### src/rtl/spart_pkg.sv
// spart_pkg: shared definitions for the SPART receive path.
//   rxState_e        - receiver FSM states
//   SPART_OVERSAMPLE - ticks per bit time
//   VOTE_SAMPLE_*    - sub-bit indices sampled for the majority vote
//   SC_LAST          - last sub-bit index of a bit time
//   DEFAULT_DIVISOR  - default tick reload value
//   majority3()      - 2-of-3 majority helper
// Optional feature macro: SPART_RX_PARITY_EN (the PARITY state is only reached
// when it is defined).
package spart_pkg;

  localparam int SPART_OVERSAMPLE = 16;
  localparam int DEFAULT_DIVISOR  = 122;

  localparam logic [3:0] VOTE_SAMPLE_A = 4'd7;
  localparam logic [3:0] VOTE_SAMPLE_B = 4'd8;
  localparam logic [3:0] VOTE_SAMPLE_C = 4'd9;
  localparam logic [3:0] SC_LAST       = 4'(SPART_OVERSAMPLE - 1);

  typedef enum logic [2:0] {
    IDLE,
    START,
    DATA,
    PARITY,
    STOP
  } rxState_e;

  function automatic logic majority3(input logic a, input logic b, input logic c);
    return (a & b) | (a & c) | (b & c);
  endfunction

endpackage

### src/rtl/read_baud_generator.sv
// read_baud_generator: free-running oversample tick source for the receiver.
//   DIVISOR   - reload value; one tick every DIVISOR+1 clocks
//   clk, rst  - clock, asynchronous active-high reset
//   tick      - high for the single clock in which the counter is 0
module read_baud_generator
  import spart_pkg::*;
#(
  parameter int DIVISOR = DEFAULT_DIVISOR
) (
  input  logic clk,
  input  logic rst,
  output logic tick
);

  logic [15:0] count;

  always_ff @(posedge clk or posedge rst) begin
    if (rst)                count <= 16'(DIVISOR);
    else if (count == 16'd0) count <= 16'(DIVISOR);
    else                    count <= count - 16'd1;
  end

  assign tick = (count == 16'd0);

endmodule

### src/rtl/spart_rx.sv
// spart_rx: SPART receiver. Oversamples rxd 16x, qualifies start bits,
// recovers LSB-first frames with 2-of-3 majority voting and holds each
// completed byte until read.
//   clk, rst   - clock, asynchronous active-high reset
//   rxd        - asynchronous serial input, idles high
//   rd         - single-cycle consume strobe
//   data       - last received byte
//   rda        - receive data available
//   frame_err  - stop bit of the last loaded frame sampled 0
//   overrun    - last load overwrote unread data
//   parity_err - even-parity error of the last frame (SPART_RX_PARITY_EN only)
// Optional feature macro: SPART_RX_PARITY_EN adds a parity bit after the data.
module spart_rx
  import spart_pkg::*;
#(
  parameter int DIVISOR   = DEFAULT_DIVISOR,
  parameter int DATA_BITS = 8
) (
  input  logic                 clk,
  input  logic                 rst,
  input  logic                 rxd,
  input  logic                 rd,
  output logic [DATA_BITS-1:0] data,
  output logic                 rda,
  output logic                 frame_err,
  output logic                 overrun
`ifdef SPART_RX_PARITY_EN
  ,
  output logic                 parity_err
`endif
);

  localparam int BC_W = $clog2(DATA_BITS + 1);
  localparam logic [BC_W-1:0] LAST_BIT = BC_W'(DATA_BITS - 1);

  logic                 rxMeta, rxs, tick;
  rxState_e             state, stateNext;
  logic [3:0]           sc, scNext;
  logic [BC_W-1:0]      bc, bcNext;
  logic [DATA_BITS-1:0] shiftReg, shiftNext;
  logic                 sampleA, sampleB, vote;
  logic                 voteTick, endTick, loadFrame;
`ifdef SPART_RX_PARITY_EN
  logic                 parityBit, parityNext;
`endif

  // Two-flop synchronizer; resets to the idle level so reset never looks
  // like a start bit.
  // NOTE: sequential state uses non-blocking assignments so every flop
  // samples pre-edge values and the chain really is two stages deep.
  always_ff @(posedge clk or posedge rst) begin
    if (rst) begin
      rxMeta <= 1'b1;
      rxs    <= 1'b1;
    end else begin
      rxMeta <= rxd;
      rxs    <= rxMeta;
    end
  end

  read_baud_generator #(.DIVISOR(DIVISOR)) baudGen (
    .clk (clk),
    .rst (rst),
    .tick(tick)
  );

  // The first two vote samples are stored; the third is the live rxs at the
  // voting tick.
  always_ff @(posedge clk or posedge rst) begin
    if (rst) begin
      sampleA <= 1'b1;
      sampleB <= 1'b1;
    end else begin
      if (tick && sc == VOTE_SAMPLE_A) sampleA <= rxs;
      if (tick && sc == VOTE_SAMPLE_B) sampleB <= rxs;
    end
  end

  assign vote     = majority3(sampleA, sampleB, rxs);
  assign voteTick = tick && (sc == VOTE_SAMPLE_C);
  assign endTick  = tick && (sc == SC_LAST);

  always_ff @(posedge clk or posedge rst) begin
    if (rst) begin
      state    <= IDLE;
      sc       <= '0;
      bc       <= '0;
      shiftReg <= '0;
`ifdef SPART_RX_PARITY_EN
      parityBit <= 1'b0;
`endif
    end else begin
      state    <= stateNext;
      sc       <= scNext;
      bc       <= bcNext;
      shiftReg <= shiftNext;
`ifdef SPART_RX_PARITY_EN
      parityBit <= parityNext;
`endif
    end
  end

  // NOTE: every output of this block gets a default first, so no path can
  // leave a signal unassigned and infer a latch.
  always_comb begin
    stateNext = state;
    scNext    = sc;
    bcNext    = bc;
    shiftNext = shiftReg;
    loadFrame = 1'b0;
`ifdef SPART_RX_PARITY_EN
    parityNext = parityBit;
`endif
    if (tick) scNext = sc + 4'd1;

    case (state)
      IDLE: begin
        if (tick && !rxs) begin
          scNext    = '0;
          stateNext = START;
        end
      end
      START: begin
        if (voteTick && vote) begin
          stateNext = IDLE;                // false start: line back high
        end else if (endTick) begin
          bcNext    = '0;
          stateNext = DATA;
        end
      end
      DATA: begin
        if (voteTick) shiftNext = {vote, shiftReg[DATA_BITS-1:1]};
        if (endTick) begin
          bcNext = bc + 1'b1;
`ifdef SPART_RX_PARITY_EN
          if (bc == LAST_BIT) stateNext = PARITY;
`else
          if (bc == LAST_BIT) stateNext = STOP;
`endif
        end
      end
`ifdef SPART_RX_PARITY_EN
      PARITY: begin
        if (voteTick) parityNext = vote;
        if (endTick)  stateNext  = STOP;
      end
`endif
      STOP: begin
        // Leave at the vote rather than at sc=15 so an early next start bit
        // is still caught.
        if (voteTick) begin
          loadFrame = 1'b1;
          stateNext = IDLE;
        end
      end
      default: stateNext = IDLE;
    endcase
  end

  // Output register: a load always wins over a concurrent rd.
  always_ff @(posedge clk or posedge rst) begin
    if (rst) begin
      data      <= '0;
      rda       <= 1'b0;
      frame_err <= 1'b0;
      overrun   <= 1'b0;
`ifdef SPART_RX_PARITY_EN
      parity_err <= 1'b0;
`endif
    end else if (loadFrame) begin
      data      <= shiftReg;
      rda       <= 1'b1;
      frame_err <= ~vote;
      overrun   <= rda & ~rd;
`ifdef SPART_RX_PARITY_EN
      parity_err <= (^shiftReg) ^ parityBit;
`endif
    end else if (rd && rda) begin
      rda <= 1'b0;
    end
  end

endmodule

### config.mk
export PLATFORM = sky130hd
export DESIGN_NAME = spart_rx
export DESIGN_NICKNAME = d
export VERILOG_FILES = /design/src/rtl/spart_pkg.sv /design/src/rtl/read_baud_generator.sv /design/src/rtl/spart_rx.sv
export SDC_FILE = /design/constraint.sdc
export NUM_CORES = 1
export LEC_CHECK = 0
export ABC_AREA = 1
export ABC_CLOCK_PERIOD_IN_PS = 2190
export BUFFER_PORTS_ARGS = -buffer_cell sky130_fd_sc_hd__buf_2
export CAP_MARGIN = 40
export CORE_UTILIZATION = 40
export DETAILED_ROUTE_END_ITERATION = 7
export PLACE_DENSITY_LB_ADDON = 0.15
export REMOVE_ABC_BUFFERS = 1
export SLEW_MARGIN = 40
export SYNTH_ARGS = -nofsm -noshare
export SYNTH_HDL_FRONTEND = slang
export SYNTH_SLANG_ARGS = --single-unit
### constraint.sdc
create_clock -name clk -period 2.19 [get_ports clk]
set_clock_uncertainty 0.2 [all_clocks]
set_input_delay 0.219 -clock clk [delete_from_list [all_inputs] [get_ports clk]]
set_output_delay 0.219 -clock clk [all_outputs]
set_load 0.005 [all_outputs]
==> flow_metrics.env, run 1 <==
export IMPL_finalCritPeriodShare_pct=88.84
export IMPL_hpwl_um=3205
export IMPL_antenna_found_initial=0
export IMPL_critical_path_class="flip-flop to flip-flop"
export IMPL_antenna_cells=0
export IMPL_crit_fanout=3
export IMPL_p_int_mw=1.276
export IMPL_cts_htree_levels=2
export IMPL_area_delta_synth_final_pct=12.23
export IMPL_n_fill_cell=600
export IMPL_sw_frac_of_total_pct=21.01
export IMPL_leakagePower_nw=1.430
export IMPL_place_congestion=0.7891
export IMPL_synth_edf_count=0
export IMPL_run_status="complete, no violations"
export IMPL_vias=1848
export IMPL_synth_area_um2=2526
export IMPL_synth_seq_cells=50
export IMPL_die_height_um=81.47
export IMPL_max_freq_mhz=514.0
export IMPL_via_per_inst=4.702
export IMPL_cellPowerDensity_nw_per_um2=569.9
export IMPL_initial_core_util_pct=42.17
export IMPL_cts_resized=0
export IMPL_grt_pass1_vias=1722
export IMPL_crit_arrival_ns=1.95
export IMPL_cts_tree="built"
export IMPL_hold_ws_ns=0.1611
export IMPL_ir_drop_v=0.0002829
export IMPL_slew_violations=0
export IMPL_power_frac_seq_pct=57.4
export IMPL_cts_made_buffers=5
export IMPL_synth_cell_types=32
export IMPL_die_area_um2=6637
export IMPL_detail_route_antenna_nets=0
export IMPL_insertion_delay_ns=0.30
export IMPL_ctsHoldBuffers=3
export IMPL_grt_pass1_wl_um=7783
export IMPL_tns_ns=0
export IMPL_hp_class="flip-flop to flip-flop"
export IMPL_overflow=0
export IMPL_crit_required_ns=2.19
export IMPL_wl_per_cell_um=11.31
export IMPL_cp_end_kind="flip-flop"
export IMPL_nNetsFinal=327
export IMPL_yosysSeqAreaShare_pct=49.98
export IMPL_rows=28
export IMPL_period_needed_ns=1.946
export IMPL_cts_setup_buffers=0
export IMPL_grt_setup_unrepaired="false"
export IMPL_cts_root_buf="clkbuf_8"
export IMPL_slew_headroom_pct=57.34
export IMPL_worst_pin_slew_ns=0.6400
export IMPL_drc=0
export IMPL_path_clk_slew_ns=0.09
export IMPL_hold_violations=0
export IMPL_die_w_um=81.47
export IMPL_netlist_top_cells_area="dfrtp_1, nand2_1, dfstp_2, inv_1, nor2_1"
export IMPL_clockBufferDepth=2
export IMPL_drt_iter0_drc=93
export IMPL_wl_um=4445
export IMPL_grtUsageTotal_pct=15.41
export IMPL_setup_viol=0
export IMPL_layout_drive_gt1_share_pct=22.96
export IMPL_synthCells=292
export IMPL_avgSynthCellArea_um2=8.651
export IMPL_pwr_share_comb_pct=1.7
export IMPL_worst_r2r_setup_slack_ns=0.24
export IMPL_ys_async_sr_fraction_pct=100.0
export IMPL_cts_sinks=50
export IMPL_grt_max_degree=51
export IMPL_yosys_area_top_type="dfrtp_1"
export IMPL_io_pins=15
export IMPL_p_switching_mw=0.3395
export IMPL_synth_ff_type="dfrtp_1"
export IMPL_yosys_warnings=0
export IMPL_finalPower_mw=1.616
export IMPL_synth_top_area_share_pct=40.61
export IMPL_start_kind="flip-flop"
export IMPL_core_area_um2=5991
export IMPL_firstDrtPassIters=4
export IMPL_power_share_clock_pct=40.9
export IMPL_cap_violations=0
export IMPL_portBuffers=14
-- metrics by stage --
step | setup WS, ns | utilization (%) | area, um2 | instances
after floorplan | 0.3363 | - | 2499 | 289
after global placement | 0.2511 | 44.95 | 2693 | 382
after detailed placement | 0.2435 | 44.95 | 2693 | 382
after CTS | 0.2236 | 47.33 | 2835 | 393
after global routing | 0.06283 | 47.33 | 2835 | 393
final | 0.2445 | 47.33 | 2835 | 393
-- power groups by stage --
stage | sequential (mW) | combinational [mW] | clock [mW]
finish | 0.928 | 0.0274 | 0.661
global route | 0.928 | 0.0322 | 0.730
CTS | 0.928 | 0.0289 | 0.690
detailed placement | 0.945 | 0.0251 | 0
global placement | 0.945 | 0.0248 | 0
floorplan | 0.945 | 0.0142 | 0
-- routing by layer --
layer | global-route usage (%) | part of all wire [%] | up-vias
met5 | 0 | 0 | -
met1 | 20.56 | 52 | 856
li1 | - | - | 971
met3 | 3.667 | 2.3 | 2
met4 | 4.286 | 0.61 | 0
met2 | 24.83 | 46 | 19
-- state kept, by name, indices dropped and copies added (netlist names) --
register	count
baudGen.count	16
bc	4
data	8
frame_err	1
overrun	1
rda	1
rxMeta	1
rxs	1
sampleA	1
sampleB	1
sc	4
shiftReg	8
state	3
-- area by class of cell --
type	instances	area, um2	area share, %
clock buffers	5	68.82	2.427
inverters	42	157.7	5.560
multi-input cells	197	1079	38.04
well taps	75	93.84	3.310
repair buffers	21	130.1	4.590
flip-flops and latches	50	1262	44.53
clock inverters	3	43.79	1.545
-- worst paths after layout --
path	cells after the start	startpoint	end
worst max-delay path	9	baudGen.count[0]	bc[2]
max in group asynchronous	4	rst	baudGen.count[2]
worst max register to register	9	baudGen.count[0]	bc[2]
worst min-delay path	0	rxMeta	rxs
worst min register to register	0	rxMeta	rxs
min in group asynchronous	4	rst	baudGen.count[12]
-- cell families (layout without fill, tap and decap cells) --
| logic type | Yosys count | count (layout) | synth area share, % |
|---|---|---|---|
| adders and majority gates | 6 | 6 | 2.972 |
| xor gates and xnor gates | 7 | 7 | 2.427 |
| AOI/OAI and AO/OA | 41 | 41 | 10.01 |
| DFF | 50 | 50 | 49.98 |
| and+or+nand+nor | 143 | 143 | 27.29 |
| buffers and inverters | 45 | 71 | 7.330 |
-- layout by cell type, fill, tap and decap left out, types with 6 or more instances in the layout --
cell / netlist / layout
dfrtp_1: 41 / 41
dfstp_2: 9 / 9
a21oi_1: 6 / 6
o21ai_0: 12 / 12
nand3_1: 18 / 18
ha_1: 6 / 6
nor2_1: 28 / 28
inv_1: 38 / 37
o21ai_2: 9 / 9
xor2_1: 6 / 6
buf_2: 1 / 14
nand2_1: 66 / 66
o21ai_1: 10 / 10
nor2_2: 9 / 9
-- worst max-delay path: stages, from the launching register on --
cell and delay, ns:
dfrtp_1 0.38, inv_1 0.10, ha_1 0.23, nand3_1 0.09, nor2_1 0.09, nand2_1 0.10, nor4_1 0.36, nand2_1 0.17
nand2_1 0.09, nand2_1 0.04
-- cells in the mapped netlist (2+ instances only) --
cell	number
buf_6	2
nand3_1	18
inv_2	4
nor3_2	2
o21ai_2	9
o21ai_0	12
nand3_4	2
nand2_1	66
nor2_4	3
nor2_2	9
dfrtp_1	41
nor2_1	28
a21oi_1	6
ha_1	6
dfstp_2	9
nor3_1	4
xor2_1	6
inv_1	38
nand2_2	5
o21ai_1	10
Power figures use the tool's default switching activity.
==> inputs of run 2 (changes only) <==
--- a/config.mk
+++ b/config.mk
@@ -10,8 +10,8 @@
 export BUFFER_PORTS_ARGS = -buffer_cell sky130_fd_sc_hd__buf_2
 export CAP_MARGIN = 40
 export CORE_UTILIZATION = 40
+export CTS_BUF_LIST = sky130_fd_sc_hd__clkbuf_8
 export DETAILED_ROUTE_END_ITERATION = 7
-export PLACE_DENSITY_LB_ADDON = 0.15
 export REMOVE_ABC_BUFFERS = 1
 export SLEW_MARGIN = 40
 export SYNTH_ARGS = -nofsm -noshare
==> flow_metrics.env, run 2 (same netlist as run 1, synthesis figures left out) <==
export IMPL_initial_core_util_pct=42.17
export IMPL_crit_required_ns=2.19
export IMPL_critical_path_class="flip-flop to flip-flop"
export IMPL_die_area_um2=6637
export IMPL_grt_setup_unrepaired="false"
export IMPL_clockBufferDepth=2
export IMPL_run_status="complete, no violations"
export IMPL_cts_tree="built"
export IMPL_cts_setup_buffers=0
export IMPL_top_regs="baudGen.count: 16 flops, data: 8 flops, shiftReg: 8 flops"
export IMPL_slew_violations=0
export IMPL_final_cell_mix="nand2_1, dfrtp_1, inv_1"
export IMPL_worst_pin_slew_ns=0.4989
export IMPL_hpwl_um=3201
export IMPL_via_per_inst=4.709
export IMPL_grt_pass1_vias=1720
export IMPL_slew_headroom_pct=66.56
export IMPL_grt_max_degree=51
export IMPL_cts_sinks=50
export IMPL_detail_route_antenna_nets=0
export IMPL_ir_drop_v=0.0003374
export IMPL_antenna_cells=0
export IMPL_grt_pass1_wl_um=7652
export IMPL_n_fill_cell=589
export IMPL_cts_htree_levels=2
export IMPL_hp_class="flip-flop to flip-flop"
export IMPL_insertion_delay_ns=0.30
export IMPL_firstDrtPassIters=4
export IMPL_die_w_um=81.47
export IMPL_portBuffers=14
export IMPL_drc=0
export IMPL_crit_fanout=3
export IMPL_path_clk_slew_ns=0.09
export IMPL_ctsHoldBuffers=3
export IMPL_die_height_um=81.47
export IMPL_final_core_util_pct=47.41
export IMPL_finalCritPeriodShare_pct=88.61
export IMPL_overflow=0
export IMPL_cellPowerDensity_nw_per_um2=567.6
export IMPL_regMostFlops="baudGen.count"
export IMPL_grtUsageTotal_pct=15.16
export IMPL_hold_violations=0
export IMPL_tns_ns=0
export IMPL_max_freq_mhz=515.3
export IMPL_vias=1846
export IMPL_drt_iter0_drc=70
export IMPL_io_pins=15
export IMPL_layout_drive_gt1_share_pct=22.71
export IMPL_cap_violations=0
export IMPL_leakagePower_nw=1.430
export IMPL_nNetsFinal=326
export IMPL_period_needed_ns=1.941
export IMPL_crit_arrival_ns=1.94
export IMPL_start_kind="flip-flop"
export IMPL_largest_reg_flops=16
export IMPL_finalPower_mw=1.612
export IMPL_area_delta_synth_final_pct=12.43
export IMPL_setup_viol=0
export IMPL_core_area_um2=5991
export IMPL_cts_made_buffers=5
export IMPL_rows=28
export IMPL_place_congestion=0.8027
export IMPL_cp_end_kind="flip-flop"
export IMPL_cts_resized=0
export IMPL_wl_per_cell_um=11.32
export IMPL_wl_um=4437
export IMPL_cts_root_buf="clkbuf_8"
export IMPL_antenna_found_initial=0
export IMPL_layout_commonest_cell="nand2_1"
-- run 2: cell count changes in the layout (fill, tap and decap cells not counted) --
| cell | previous run | this run |
|---|---|---|
| buf_12 | 0 | 1 |
| buf_4 | 4 | 2 |
-- run 2: final cells by class --
type,count,area [um2],share of cell area (%)
clock inverter,3,43.79,1.542
sequential,50,1262,44.45
tap,75,93.84,3.304
timing repair buffer,20,135.1,4.758
inverter,42,157.7,5.551
multi-input combinational,197,1079,37.97
clock buffer,5,68.82,2.423
-- run 2: where the power goes --
part	switching [mW]	internal [mW]	leakage, nW
Combinational	0.0206	0.00951	0.714
Clock	0.312	0.343	0.0585
Sequential	0.00112	0.927	0.657
-- run 2: per-stage QoR --
step	setup WS (ns)	cells	hold WS (ns)	area [um2]
floorplan	0.3363	289	0.02348	2499
global placement	0.2821	381	0.08663	2698
detailed placement	0.2422	381	0.08508	2698
CTS	0.2102	392	0.1620	2840
global route	0.03979	392	0.1657	2840
finish	0.2494	392	0.1605	2840
-- run 2: final timing paths --
check,startpoint,to,slack [ns],cells after the start
worst min-delay path,rxMeta,rxs,0.16,0
worst max-delay path,baudGen.count[0],bc[2],0.25,9
worst max register to register,baudGen.count[0],bc[2],0.25,9
max in group asynchronous,rst,baudGen.count[1],1.20,4
worst min register to register,rxMeta,rxs,0.16,0
min in group asynchronous,rst,data[0],0.31,4
-- run 2: routing by layer --
metal  part of all wire, %  up-vias  wire length (um)  track usage (%)
li1                      -      971                 -                -
met1                    52      847              2327            20.49
met2                    43       23              1908            23.25
met3                   3.2        5               140            4.000
met4                   1.4        0                60            5.536
met5                     0        -                 0                0
-- run 2: worst max-delay path, cell delays in order, from the launching register on --
cell and delay, ns:
dfrtp_1 0.38, inv_1 0.09, ha_1 0.21, nand3_1 0.09, nor2_1 0.10, nand2_1 0.10
nor4_1 0.37, nand2_1 0.18, nand2_1 0.09, nand2_1 0.05
